**src/rtl/seq_shift_add_mult.sv**
```systemverilog
// seq_shift_add_mult
//   Radix-2 shift-and-add multiplier, one multiplier bit per clock.
//   Multiplies two WIDTH-bit operands, signed or unsigned per transaction,
//   and returns the full 2*WIDTH-bit product through a valid/ready handshake.
//   Signed operands are reduced to magnitudes on accept; the sign is applied
//   to the final accumulator as a modulo-2^(2*WIDTH) negation.
// Ports
//   clk        rising-edge clock
//   rst_n      synchronous active-low reset
//   in_valid   operands and mode valid this cycle
//   in_ready   operands can be accepted (IDLE only)
//   a, b       multiplicand, multiplier (WIDTH bits)
//   is_signed  1: a, b are two's complement; 0: unsigned
//   out_valid  product valid, held until taken
//   out_ready  consumer takes the product
//   product    a*b, 2*WIDTH bits
//   busy       iterating
module seq_shift_add_mult #(
   parameter int unsigned WIDTH = 8
) (
   input  logic                 clk,
   input  logic                 rst_n,
   input  logic                 in_valid,
   output logic                 in_ready,
   input  logic [WIDTH-1:0]     a,
   input  logic [WIDTH-1:0]     b,
   input  logic                 is_signed,
   output logic                 out_valid,
   input  logic                 out_ready,
   output logic [2*WIDTH-1:0]   product,
   output logic                 busy
);

   localparam int unsigned CW = $clog2(WIDTH);

   typedef enum logic [1:0] {
      IDLE = 2'd0,
      BUSY = 2'd1,
      DONE = 2'd2
   } state_t;

   state_t              state, state_nxt;
   logic [WIDTH-1:0]    ma, mb;
   logic                neg;
   logic [CW-1:0]       cnt;
   logic [2*WIDTH-1:0]  acc, acc_sum;
   logic [WIDTH-1:0]    mag_a, mag_b;
   logic                accept, last;

   // Magnitude of the most-negative value wraps to 2^(WIDTH-1), which is
   // exactly its unsigned magnitude, so no extra bit is needed.
   always_comb begin
      mag_a = (is_signed && a[WIDTH-1]) ? ('0 - a) : a;
      mag_b = (is_signed && b[WIDTH-1]) ? ('0 - b) : b;
   end

   always_comb begin
      acc_sum = acc;
      if (mb[cnt])
         acc_sum = acc + ({{WIDTH{1'b0}}, ma} << cnt);
   end

   assign accept = (state == IDLE) && in_valid;
   assign last   = (state == BUSY) && (cnt == CW'(WIDTH - 1));

   always_ff @(posedge clk) begin
      if (!rst_n)
         state <= IDLE;
      else
         state <= state_nxt;
   end

   always_comb begin
      state_nxt = state;
      in_ready  = 1'b0;
      busy      = 1'b0;
      out_valid = 1'b0;
      case (state)
         IDLE: begin
            in_ready = 1'b1;
            if (in_valid)
               state_nxt = BUSY;
         end
         BUSY: begin
            busy = 1'b1;
            if (cnt == CW'(WIDTH - 1))
               state_nxt = DONE;
         end
         DONE: begin
            out_valid = 1'b1;
            if (out_ready)
               state_nxt = IDLE;
         end
         default: state_nxt = IDLE;
      endcase
   end

   always_ff @(posedge clk) begin
      if (!rst_n) begin
         ma      <= '0;
         mb      <= '0;
         neg     <= 1'b0;
         cnt     <= '0;
         acc     <= '0;
         product <= '0;
      end else if (accept) begin
         ma  <= mag_a;
         mb  <= mag_b;
         neg <= is_signed & (a[WIDTH-1] ^ b[WIDTH-1]);
         cnt <= '0;
         acc <= '0;
      end else if (state == BUSY) begin
         acc <= acc_sum;
         cnt <= cnt + CW'(1);
         // A zero accumulator negates to zero, so no negative-zero guard.
         if (last)
            product <= neg ? ('0 - acc_sum) : acc_sum;
      end
   end

endmodule

```
**config.mk**
```make
export PLATFORM = sky130hd
export DESIGN_NAME = seq_shift_add_mult
export DESIGN_NICKNAME = d
export VERILOG_FILES = /design/src/rtl/seq_shift_add_mult.sv
export SDC_FILE = /design/constraint.sdc
export NUM_CORES = 1
export LEC_CHECK = 0
export ABC_CLOCK_PERIOD_IN_PS = 7150
export CORE_MARGIN = 2
export CORE_UTILIZATION = 55
export CTS_CLUSTER_DIAMETER = 150
export DETAILED_ROUTE_END_ITERATION = 10
export MAX_ROUTING_LAYER = met4
export PLACE_DENSITY_LB_ADDON = 0.12
export SYNTH_ARGS = -nofsm -noshare
export SYNTH_HDL_FRONTEND = slang
export SYNTH_SLANG_ARGS = --single-unit
```
**constraint.sdc**
```tcl
create_clock -name clk -period 7.15 [get_ports clk]
set_clock_uncertainty 0.2 [all_clocks]
set_input_delay 1.43 -clock clk [delete_from_list [all_inputs] [get_ports clk]]
set_output_delay 1.43 -clock clk [all_outputs]
set_load 0.1 [all_outputs]
```
==> results by group <==
Drt
  – DRC viols: 0
  – Remaining number of nets flagged by the antenna check after routing: 0
  – Count of routing violations after the opening detailed-route iteration: 200
  – Routed wire length: between 9000 and 10000 µm
  – Post-DR vias/cell: 5.80
  – Count of TritonRoute iterations in the first routing pass: 4
  – Average detailed-routed wire length per instance: about 15 µm
  – Routed vias: roughly 3.5k

Floorplan
  – Core Box Area: 0.00683 mm²
  – Chip Width: between 80 and 90 µm
  – Starting Density: 56.9%
  – Row count: 30
  – Y dimension of the die: 88.0 µm
  – Die area: 0.00775 mm²
  – Ports placed on the boundary: 40

Timing
  – Final hold violations: 0
  – Count of final setup violators: 0
  – Period Utilization, post-route: between 60 and 70%
  – Setup_tns: 0 ns
  – Max Transition Viols Final: 0
  – Achievable clock frequency: 212 MHz
  – Transition at the pin with the smallest max-transition slack: 0.975 ns
  – Max_slew headroom: 34.8%
  – RSZ-0062 raised after global routing: no
  – Period minus WS final: 4.71 ns

Worst setup path
  – Destination of the worst register-to-register timing path: product[15]
  – Max stage delay cell, worst path: sky130_fd_sc_hd__dfxtp_1
  – Worst path arrival time: 4.70 ns
  – Buf+Inv Stages, Crit Path: 0
  – Critical path launch point: cnt[1]
  – Slowest cell delay on critical path: 0.78 ns
  – Critical Path Start Type: flip-flop
  – Endpoint required time on the critical path: around 7.1 ns
  – Type of the worst setup path: flip-flop to flip-flop
  – Ordered list of cells on the worst path: mux2_2 > o21ai_0 > o22ai_1 > ha_1 > o211a_1 > a221o_1 > or4_1 > and3_4 > a211oi_4 > o21ai_2 > or3_4 > o311ai_1 > o211ai_1
  – Crit-path leading delay family: compound AO/OA/AOI/OAI gates
  – Reg2reg path depth: 13
  – Endpoint of the worst setup timing path: product[15]
  – Origin of the critical flop-to-flop path: cnt[1]
  – Endpoint class of the critical path: flip-flop
  – Worst R2R Setup Slack: 2.44 ns
  – WP depth: 13
  – Critical path fanouts, max: 17

Synthesis
  – Number of distinct library cells after synthesis: 67
  – Warnings, synthesis: 0
  – Number of enable flip-flop cells after synthesis: 0
  – Fraction of registers with async set or reset after synthesis: 0%
  – Most used flip-flop cell after synthesis: sky130_fd_sc_hd__dfxtp_1
  – Post-synthesis instance area: 0.00388 mm²
  – Sequential fraction of the synthesis area: 27.8%
  – Synth top area share: 27.8%
  – Syn Area/Cell: approximately 8.0 µm²
  – Largest area contributor in the synthesized netlist: sky130_fd_sc_hd__dfxtp_1
  – Syn Nets: 527
  – Number of synthesized register bits: 54
  – Synth area leaders: sky130_fd_sc_hd__dfxtp_1 28%, sky130_fd_sc_hd__ha_1 6.4%, sky130_fd_sc_hd__nand2_1 6.3%
  – Synthesized instance count: approximately 490

CTS
  – Insertion delay of the later-clocked pin in the worst-skew pair: ~0.32 ns
  – Max Root-Sink Buffers: 2
  – TritonCTS clock tree: built
  – TritonCTS buffer count: 5
  – Total of hold buffers inserted after clock tree synthesis: 0
  – Number of gates resized after CTS: 0
  – Sink count of the clock tree: between 50 and 60
  – H-Tree Level Count: 2
  – Root buffer cell: sky130_fd_sc_hd__clkbuf_8
  – Clock transition at the registers of the reported paths: 0.10 ns
  – Setup Fix Bufs, Post-CTS: 0

Placement
  – Post-placement cell area: 0.00428 mm²
  – Placed wire-length estimate after detailed placement: between 7000 and 8000 µm
  – Placer congestion estimate: slightly above 0.9
  – Number of input and output port buffers inserted: 39

Global route
  – Total global routing track utilization: between 20% and 30%
  – Sum of overflow across all layers after global routing: 0
  – Initial antenna violation count: 0
  – Via count of the first global-routing pass: 3372
  – Maximum number of pins on one net before global-route repair: 30
  – Wire length of the first global-routing pass: 15400 µm

Pwr
  – Max rail drop VDD: 0.0831 mV
  – Clock group share of total power: 28.2%
  – Internal power: roughly 0.5 mW
  – Net Sw Frac: 33.5%
  – Leakage: 1.75 nW
  – Share of power burned in combinational logic: 28.5%
  – Power Density: 174 mW/mm²
  – Net switching power: between 0.2 and 0.3 mW
  – Sequential share of power: 43.3%

Final layout
  – Net count of the finished layout: 553
  – Cell area after layout: 0.00440 mm²
  – Synth-to-layout area growth: 13.1%
  – Count of antenna diodes in the layout: 0
  – Fill count: 611
  – Share of post-route cells with drive strength above 1: 6.25%

Worst hold path
  – Hold Path Class: flip-flop to flip-flop

Run status
  – Status: finished, final reports clean

Flow run
  – Max-capacitance violation count: 0
-- cell families (layout without fill, tap and decap cells) --
logic type | after synthesis | in the layout | share of synthesized area (%)
compound gates | 130 | 130 | 22.5
xor+xnor | 30 | 30 | 6.76
fa+ha+maj | 21 | 21 | 6.96
buf+inv | 35 | 62 | 4.77
flops | 54 | 54 | 27.8
mux | 26 | 26 | 7.70
simple gates | 189 | 189 | 23.5
-- power by group through the flow --
stage,Combinational (mW),Clock [mW],Sequential [mW]
3_5_place_dp,0.216,0,0.338
4_1_cts,0.217,0.223,0.331
6_report,0.219,0.216,0.331
2_1_floorplan,0.169,0,0.330
5_1_grt,0.242,0.233,0.334
3_3_place_gp,0.210,0,0.338
-- cells in the final DEF, fill, tap and decap left out, types with 3 or more instances in the layout --
master and instances:
sky130_fd_sc_hd__a32o_1 3, sky130_fd_sc_hd__nand3_1 10, sky130_fd_sc_hd__nor2b_1 5, sky130_fd_sc_hd__nand3b_1 5
sky130_fd_sc_hd__nor2_1 43, sky130_fd_sc_hd__and2_1 11, sky130_fd_sc_hd__ha_1 20, sky130_fd_sc_hd__o31ai_1 5
sky130_fd_sc_hd__o21ai_0 42, sky130_fd_sc_hd__inv_1 12, sky130_fd_sc_hd__a21oi_1 20, sky130_fd_sc_hd__nand2b_1 7
sky130_fd_sc_hd__o211a_1 5, sky130_fd_sc_hd__o21a_1 5, sky130_fd_sc_hd__a211oi_1 12, sky130_fd_sc_hd__clkbuf_8 5
sky130_fd_sc_hd__and3_1 5, sky130_fd_sc_hd__xnor2_1 22, sky130_fd_sc_hd__a21o_2 3, sky130_fd_sc_hd__nor3_1 17
sky130_fd_sc_hd__dfxtp_1 54, sky130_fd_sc_hd__nor4_1 4, sky130_fd_sc_hd__o22ai_1 5, sky130_fd_sc_hd__mux2_2 3
sky130_fd_sc_hd__mux2i_1 18, sky130_fd_sc_hd__a31oi_1 4, sky130_fd_sc_hd__nand2_1 65, sky130_fd_sc_hd__clkdlybuf4s50_1 39
sky130_fd_sc_hd__o41ai_1 3, sky130_fd_sc_hd__xor2_1 8, sky130_fd_sc_hd__nor3b_1 4
-- worst register-to-register path, cell delays in order (launching register included) --
cell	delay (ns)
sky130_fd_sc_hd__dfxtp_1	0.78
sky130_fd_sc_hd__mux2_2	0.42
sky130_fd_sc_hd__o21ai_0	0.25
sky130_fd_sc_hd__o22ai_1	0.13
sky130_fd_sc_hd__ha_1	0.38
sky130_fd_sc_hd__o211a_1	0.14
sky130_fd_sc_hd__a221o_1	0.41
sky130_fd_sc_hd__or4_1	0.52
sky130_fd_sc_hd__and3_4	0.20
sky130_fd_sc_hd__a211oi_4	0.24
sky130_fd_sc_hd__o21ai_2	0.11
sky130_fd_sc_hd__or3_4	0.41
sky130_fd_sc_hd__o311ai_1	0.26
sky130_fd_sc_hd__o211ai_1	0.14
-- layer usage --
layer,wire [µm],share of wire [%],global-route usage (%)
met5,0,0,-
met4,255,2.8,9.09
met3,324,3.6,2.92
met2,4560,50,45.4
met1,3940,43,30.1
-- registers in the layout, summed over array words and instances, names as in the netlist --
name / flops
acc: 16
cnt: 3
ma: 8
mb: 8
neg: 1
product: 16
state: 2
-- cells in the mapped netlist (8+ instances only) --
master / number
sky130_fd_sc_hd__nand2_1: 65
sky130_fd_sc_hd__inv_1: 12
sky130_fd_sc_hd__nor3_1: 17
sky130_fd_sc_hd__and2_1: 11
sky130_fd_sc_hd__a21oi_1: 20
sky130_fd_sc_hd__a211oi_1: 12
sky130_fd_sc_hd__nand3_1: 10
sky130_fd_sc_hd__xor2_1: 8
sky130_fd_sc_hd__dfxtp_1: 54
sky130_fd_sc_hd__clkbuf_1: 10
sky130_fd_sc_hd__xnor2_1: 22
sky130_fd_sc_hd__mux2i_1: 19
sky130_fd_sc_hd__nor2_1: 43
sky130_fd_sc_hd__ha_1: 20
sky130_fd_sc_hd__o21ai_0: 42
-- final cells by class --
class | instances | area [µm²] | area share (%)
well taps | 96 | 120 | 2.73
repair buffers | 41 | 405 | 9.22
inverters | 13 | 48.8 | 1.11
clock buffers | 5 | 68.8 | 1.57
clock inverters | 3 | 48.8 | 1.11
flip-flops and latches | 54 | 1080 | 24.6
multi-input cells | 396 | 2620 | 59.7
-- worst min path at each step --
stage          startpoint  depth (start not counted)     to  slack (ns)
3_5_place_dp        mb[6]                          2  mb[6]        0.24
6_report            mb[6]                          2  mb[6]        0.26
3_3_place_gp        mb[5]                          2  mb[5]        0.23
2_1_floorplan       mb[4]                          2  mb[4]        0.22
5_1_grt             mb[2]                          2  mb[2]        0.30
4_1_cts             mb[6]                          2  mb[6]        0.27
-- metrics by stage --
stage / util, % / power, mW / hold slack [ns] / worst slack (ns) / cells
2_1_floorplan: - / 0.499 / 0.220 / 2.99 / 485
3_3_place_gp: 62.6 / 0.548 / 0.233 / 2.64 / 600
3_5_place_dp: 62.6 / 0.555 / 0.244 / 2.48 / 600
4_1_cts: 64.3 / 0.772 / 0.269 / 2.46 / 608
5_1_grt: 64.3 / 0.810 / 0.301 / 1.98 / 608
6_report: 64.3 / 0.766 / 0.263 / 2.44 / 608
(Power assumes the default switching activity.)
==> patch 1, RTL diff (same settings) <==
Encoding of `state_t`: now one-hot (3 bits for 3 states).
--- a/src/rtl/seq_shift_add_mult.sv
+++ b/src/rtl/seq_shift_add_mult.sv
@@ -35,6 +35,6 @@
 
-   typedef enum logic [1:0] {
-      IDLE = 2'd0,
-      BUSY = 2'd1,
-      DONE = 2'd2
+   typedef enum logic [2:0] {
+      IDLE = 3'b001,
+      BUSY = 3'b010,
+      DONE = 3'b100
    } state_t;
Formal check against the unedited RTL: same outputs for any inputs over 4 cycles, from zero or initial values and one cycle with rst_n low; so few cycles prove little.
==> patch 1 against the original RTL <==
Via count grew 9.0%; total power fell by 14%; routed wire length increased by 8.6%; synthesized cell count rose by 11%; die area grew 4.5%; design area rose by 4.4%; sequential cell count rose by 1; critical path depth did not move; worst setup slack gained 0.20 ns; area after synthesis is 4.7% higher; highest routed layer unchanged.
==> patch 1: results (changes against the original RTL) <==
- Largest net degree at the start of global routing: 31 (+3.3%)
- GR Util met2: 46.7% (+1.3 points)
- Fin cells: 659 (+8.4%)
- Drt initial violations: 226 (+13%)
- Post-synthesis compound-gate area fraction: 23.6% (+1.1 points)
- Dpl cells: 651 (+8.5%)
- Worst skew pair latency: 0.32 ns (about the same)
- Met3 wire len: 368 um (+14%)
- Core ar.: 7210 um2 (+5.6%)
- Placed cell areas: 4490 um2 (+5.0%)
- Final RePlAce weighted congestion: 0.955 (+4.1%)
- Measured slew at the worst slew-check pin: 0.975 ns (+0.000242 ns)
- Met1 Use GR: 28.4% (-1.7 points)
- Part of the Yosys area used for sequential elements: 27.1% (-0.75 points)
- FILL cells: 668 (+9.3%)
- Top post-synthesis cells by area: dfxtp_1, nor2_1, ha_1
- Outcome: completed
- CTS max path bufs: 2 (unchanged)
- Met3 GRT Util: 3.77% (+0.85 points)
- DP Worst Slack: 2.71 ns (+0.230 ns)
- Adder-Cell Fraction of Synth Area: 6.65% (-0.31 points)
- Met2 wire length: 5.12 mm (+12%)
- Setup bufs post-CTS: 0 (unchanged)
- First-pass GRT wire length: 16.4 mm (+6.6%)
- WP data required: 7.18 ns (+0.04 ns)
- Synth Net Count: 579 (+9.9%)
- Count of TritonRoute iterations in the first routing pass: 5 (+1)
- Final net count: 601 (+8.7%)
- DPL Wire Length: 7.72 mm (+9.8%)
- Mapped Cells: 537 (+11%)
- Post-cts gate resize count: 0 (unchanged)
- Synth cell types: 60 (-10%)
- Vias in the first global route: 3577 (+6.1%)
- Vias per inst: 5.84 (+0.60%)
- Largest stage delay, worst path: 0.76 ns (-0.02 ns)
- XOR/XNOR Fraction of Synth Area: 6.68% (-0.086 points)
- Detailed Route WL: 9.87 mm (+8.6%)
- Top post-synthesis cells by count: nor2_1, nand2_1, dfxtp_1
-- patch 1: metrics by stage --
stage / total power [mW] / hold slack (ns)
3_3_place_gp: 0.477 / 0.245
6_report: 0.655 / 0.255
4_1_cts: 0.658 / 0.260
3_5_place_dp: 0.480 / 0.247
2_1_floorplan: 0.440 / 0.233
5_1_grt: 0.686 / 0.288
-- patch 1: cell type report --
class                           instances  area (um2)  area share [%]
Multi-Input combinational cell        440        2800            61.0
Tap cell                               99         124            2.70
Timing Repair Buffer                   42         413            9.00
Sequential cell                        55        1100            24.0
Clock buffer                            7        86.3            1.88
Inverter                               15        56.3            1.23
Clock inverter                          1        8.76           0.191
-- patch 1: path summary, 6_finish.rpt --
check	from	to	slack, ns	cells after the start
worst max-delay path	cnt[1]$_SDFFE_PP0P_	product[15]$_SDFFE_PN0P_	2.64	13
worst min-delay path	product[5]$_SDFFE_PN0P_	product[5]$_SDFFE_PN0P_	0.26	2
worst max register to register	cnt[1]$_SDFFE_PP0P_	product[15]$_SDFFE_PN0P_	2.64	13
worst min register to register	product[5]$_SDFFE_PN0P_	product[5]$_SDFFE_PN0P_	0.26	2
-- patch 1: logic make-up after synthesis --
kind of cell    after synthesis
fa+ha+maj                    21
xor+xnor                     31
compound gates              148
buf+inv                      42
simple gates                215
flops                        55
mux                          25
-- patch 1: report_power, final --
group,switching (mW),internal [mW]
Clock,0.101,0.0796
Sequential,0.00977,0.316
Combinational,0.0875,0.0606
-- patch 1: critical path, delay by kind of cell (launching register included) --
family,cells,cell delay [ns]
flip-flops,1,0.76
AND/OR/NAND/NOR,4,0.41
AO/OA/AOI/OAI,6,1.92
adder cells (fa/ha/maj),1,0.39
multiplexers,2,0.75
==> patch 2, RTL diff (config.mk and constraints unchanged) <==
Without the edit above. The parameter `WIDTH` goes from 8 to 16.
--- a/src/rtl/seq_shift_add_mult.sv
+++ b/src/rtl/seq_shift_add_mult.sv
@@ -18,3 +18,3 @@
 module seq_shift_add_mult #(
-   parameter int unsigned WIDTH = 8
+   parameter int unsigned WIDTH = 16
 ) (
Ports: changed (resized a, b and product); port bits go from 40 to 72. No check against the original RTL was run, so the function may have changed too.
==> patch 2 against the original RTL <==
Routed wire length rose to 2.6 times the old value; sequential cell count up 49; global-route usage up 5.0 points; area after synthesis up 120%; hold slack worse by 0.0063 ns; worst setup slack worse by 0.88 ns; design area up 110%; synthesized cell count up 130%; total power up 110%; via count up 140%; combinational power up 94%; critical path depth up 1; largest cell class unchanged; largest power group unchanged; highest routed layer unchanged.
==> patch 2: results (changes against the original RTL) <==
- Worst skew pair latency: 0.36 ns (+0.04 ns)
- Inserted Clock Buffers: 9 (+4)
- Post-cts gate resize count: 0 (unchanged)
- GRT Util Overall: 30.7% (+5.0 points)
- FILL cells: 1423 (+130%)
- Synth warn: 0 (unchanged)
- Layout cells sized above 1: 7.37% (+1.1 points)
- Ant diodes: 0 (unchanged)
- RR Startpoint: cnt[0]$_SDFFE_PP0P_
- Part of the Yosys area used for sequential elements: 24.6% (-3.2 points)
- Final RePlAce weighted congestion: 1.01 (+9.6%)
- RR Endpoint: product[26]$_SDFFE_PN0P_
- DP Worst Slack: 1.68 ns (-0.793 ns)
- Max_slew headroom: 17.2% (-18 points)
- Async SR Flop Fraction: 0% (unchanged)
- Count of TritonRoute iterations in the first routing pass: 7 (+3)
- Via count: 8291 (+140%)
- Worst r2r path cells: 14 (+1)
- Critical-path maximum fanout: 22 (+5)
- CTS max path bufs: 2 (unchanged)
- H-tree Lvls: 3 (+1)
- Regs by FF count: acc: 32 flops, product: 32 flops
- I/O Buffers: 71 (+82%)
- DPL Wire Length: 17.9 mm (+150%)
- Path category of the worst min-delay check: register to register
- CTS clk-pin slew, worst paths: 0.08 ns (-0.02 ns)
- Routed len/inst: 18.2 um (+22%)
- Vias in the first global route: 7464 (+120%)
- Hold endpoint: mb[13]$_SDFFE_PN0P_
- Top post-synthesis cells by count: nand2_1, nor2_1, dfxtp_1
- First-pass GRT wire length: 39.0 mm (+150%)
- Worst Path Arrival: 5.65 ns (+0.95 ns)
- CTS sink count: 103 (+91%)
- Initial antenna violation count: 0 (unchanged)
- Placed cell areas: 9070 um2 (+110%)
- Top post-synthesis cells by area: dfxtp_1, nand2_1, nor2_1
- Synth Net Count: 1174 (+120%)
- Largest net degree at the start of global routing: 59 (+97%)
- Setup slack, reg-to-reg: 1.56 ns (-0.88 ns)
- HP Start: mb[13]$_SDFFE_PN0P_
- Final Hold Vio Count: 0 (unchanged)
- Outcome: completed
- Max VDD drop: 143 uV (+72%)
- Hold path cells: 2 (unchanged)
- Synth cell types: 92 (+37%)
- Drt initial violations: 833 (+320%)
- Leak pwr: 3.42 nW (+95%)
- Setup bufs post-CTS: 0 (unchanged)
- Clock root buffer: clkbuf_16
- Dominant synthesized flop cell: dfxtp_1
## patch 2: layer usage
layer | part of all wire (%) | global-route usage, %
met1 | 50 | 47.0
met2 | 40 | 42.0
met3 | 8.5 | 5.74
met4 | 1.3 | 5.82
met5 | 0 | -
## patch 2: stage by stage
| step | instances | hold WS (ns) | total power [mW] | utilization, % |
|---|---|---|---|---|
| 2_1_floorplan | 1101 | 0.229 | 0.948 | - |
| 3_3_place_gp | 1298 | 0.244 | 1.05 | 60.4 |
| 3_5_place_dp | 1298 | 0.245 | 1.05 | 60.4 |
| 4_1_cts | 1314 | 0.258 | 1.58 | 62.4 |
| 5_1_grt | 1314 | 0.281 | 1.66 | 62.4 |
| 6_report | 1314 | 0.257 | 1.58 | 62.4 |
## patch 2: report_power, final
group	total [mW]	leakage [nW]	switching, mW	internal [mW]
sequential	0.626	0.840	0.0278	0.598
combinational	0.425	2.43	0.266	0.159
clock	0.526	0.149	0.250	0.277
total	1.58	3.42	0.543	1.03
## patch 2: worst max-delay path: stages, from the launching register on
cell and delay, ns:
dfxtp_1 0.92, mux4_2 0.63, mux2i_1 0.31, o22ai_1 0.13, ha_1 0.40, a21oi_1 0.38, o21ai_0 0.15, a21oi_1 0.42
a21oi_1 0.18, o21a_1 0.21, o31ai_2 0.67, nor3_1 0.22, and4_1 0.30, a211o_1 0.27, o311ai_1 0.09
## patch 2: cells by family after synthesis
family	after synthesis	share of synthesized area [%]
flip-flops	103	24.6
buffers and inverters	87	4.70
adder cells (fa/ha/maj)	36	5.46
multiplexers	57	8.36
AO/OA/AOI/OAI	316	25.5
XOR/XNOR	59	6.17
AND/OR/NAND/NOR	443	25.2
## patch 2: how the worst max path moves through the flow
stage                                    from                  endpoint  slack (ns)  depth (start not counted)
after floorplan           cnt[1]$_SDFFE_PP0P_  product[31]$_SDFFE_PN0P_        2.21                         19
after global placement    cnt[0]$_SDFFE_PP0P_  product[26]$_SDFFE_PN0P_        1.75                         14
after detailed placement  cnt[0]$_SDFFE_PP0P_  product[31]$_SDFFE_PN0P_        1.68                         15
after CTS                 cnt[0]$_SDFFE_PP0P_  product[31]$_SDFFE_PN0P_        1.70                         15
after global routing      cnt[0]$_SDFFE_PP0P_  product[24]$_SDFFE_PN0P_        1.19                         14
final                     cnt[0]$_SDFFE_PP0P_  product[26]$_SDFFE_PN0P_        1.56                         14
## patch 2: layout make-up
cell class              instances  area, um2  area share [%]
clock inverters                 7       78.8           0.840
multi-input cells             911       5940            63.3
clock buffers                   9        225            2.40
flip-flops and latches        103       2060            22.0
repair buffers                 81        786            8.38
well taps                     188        235            2.51
inverters                      15       56.3           0.600
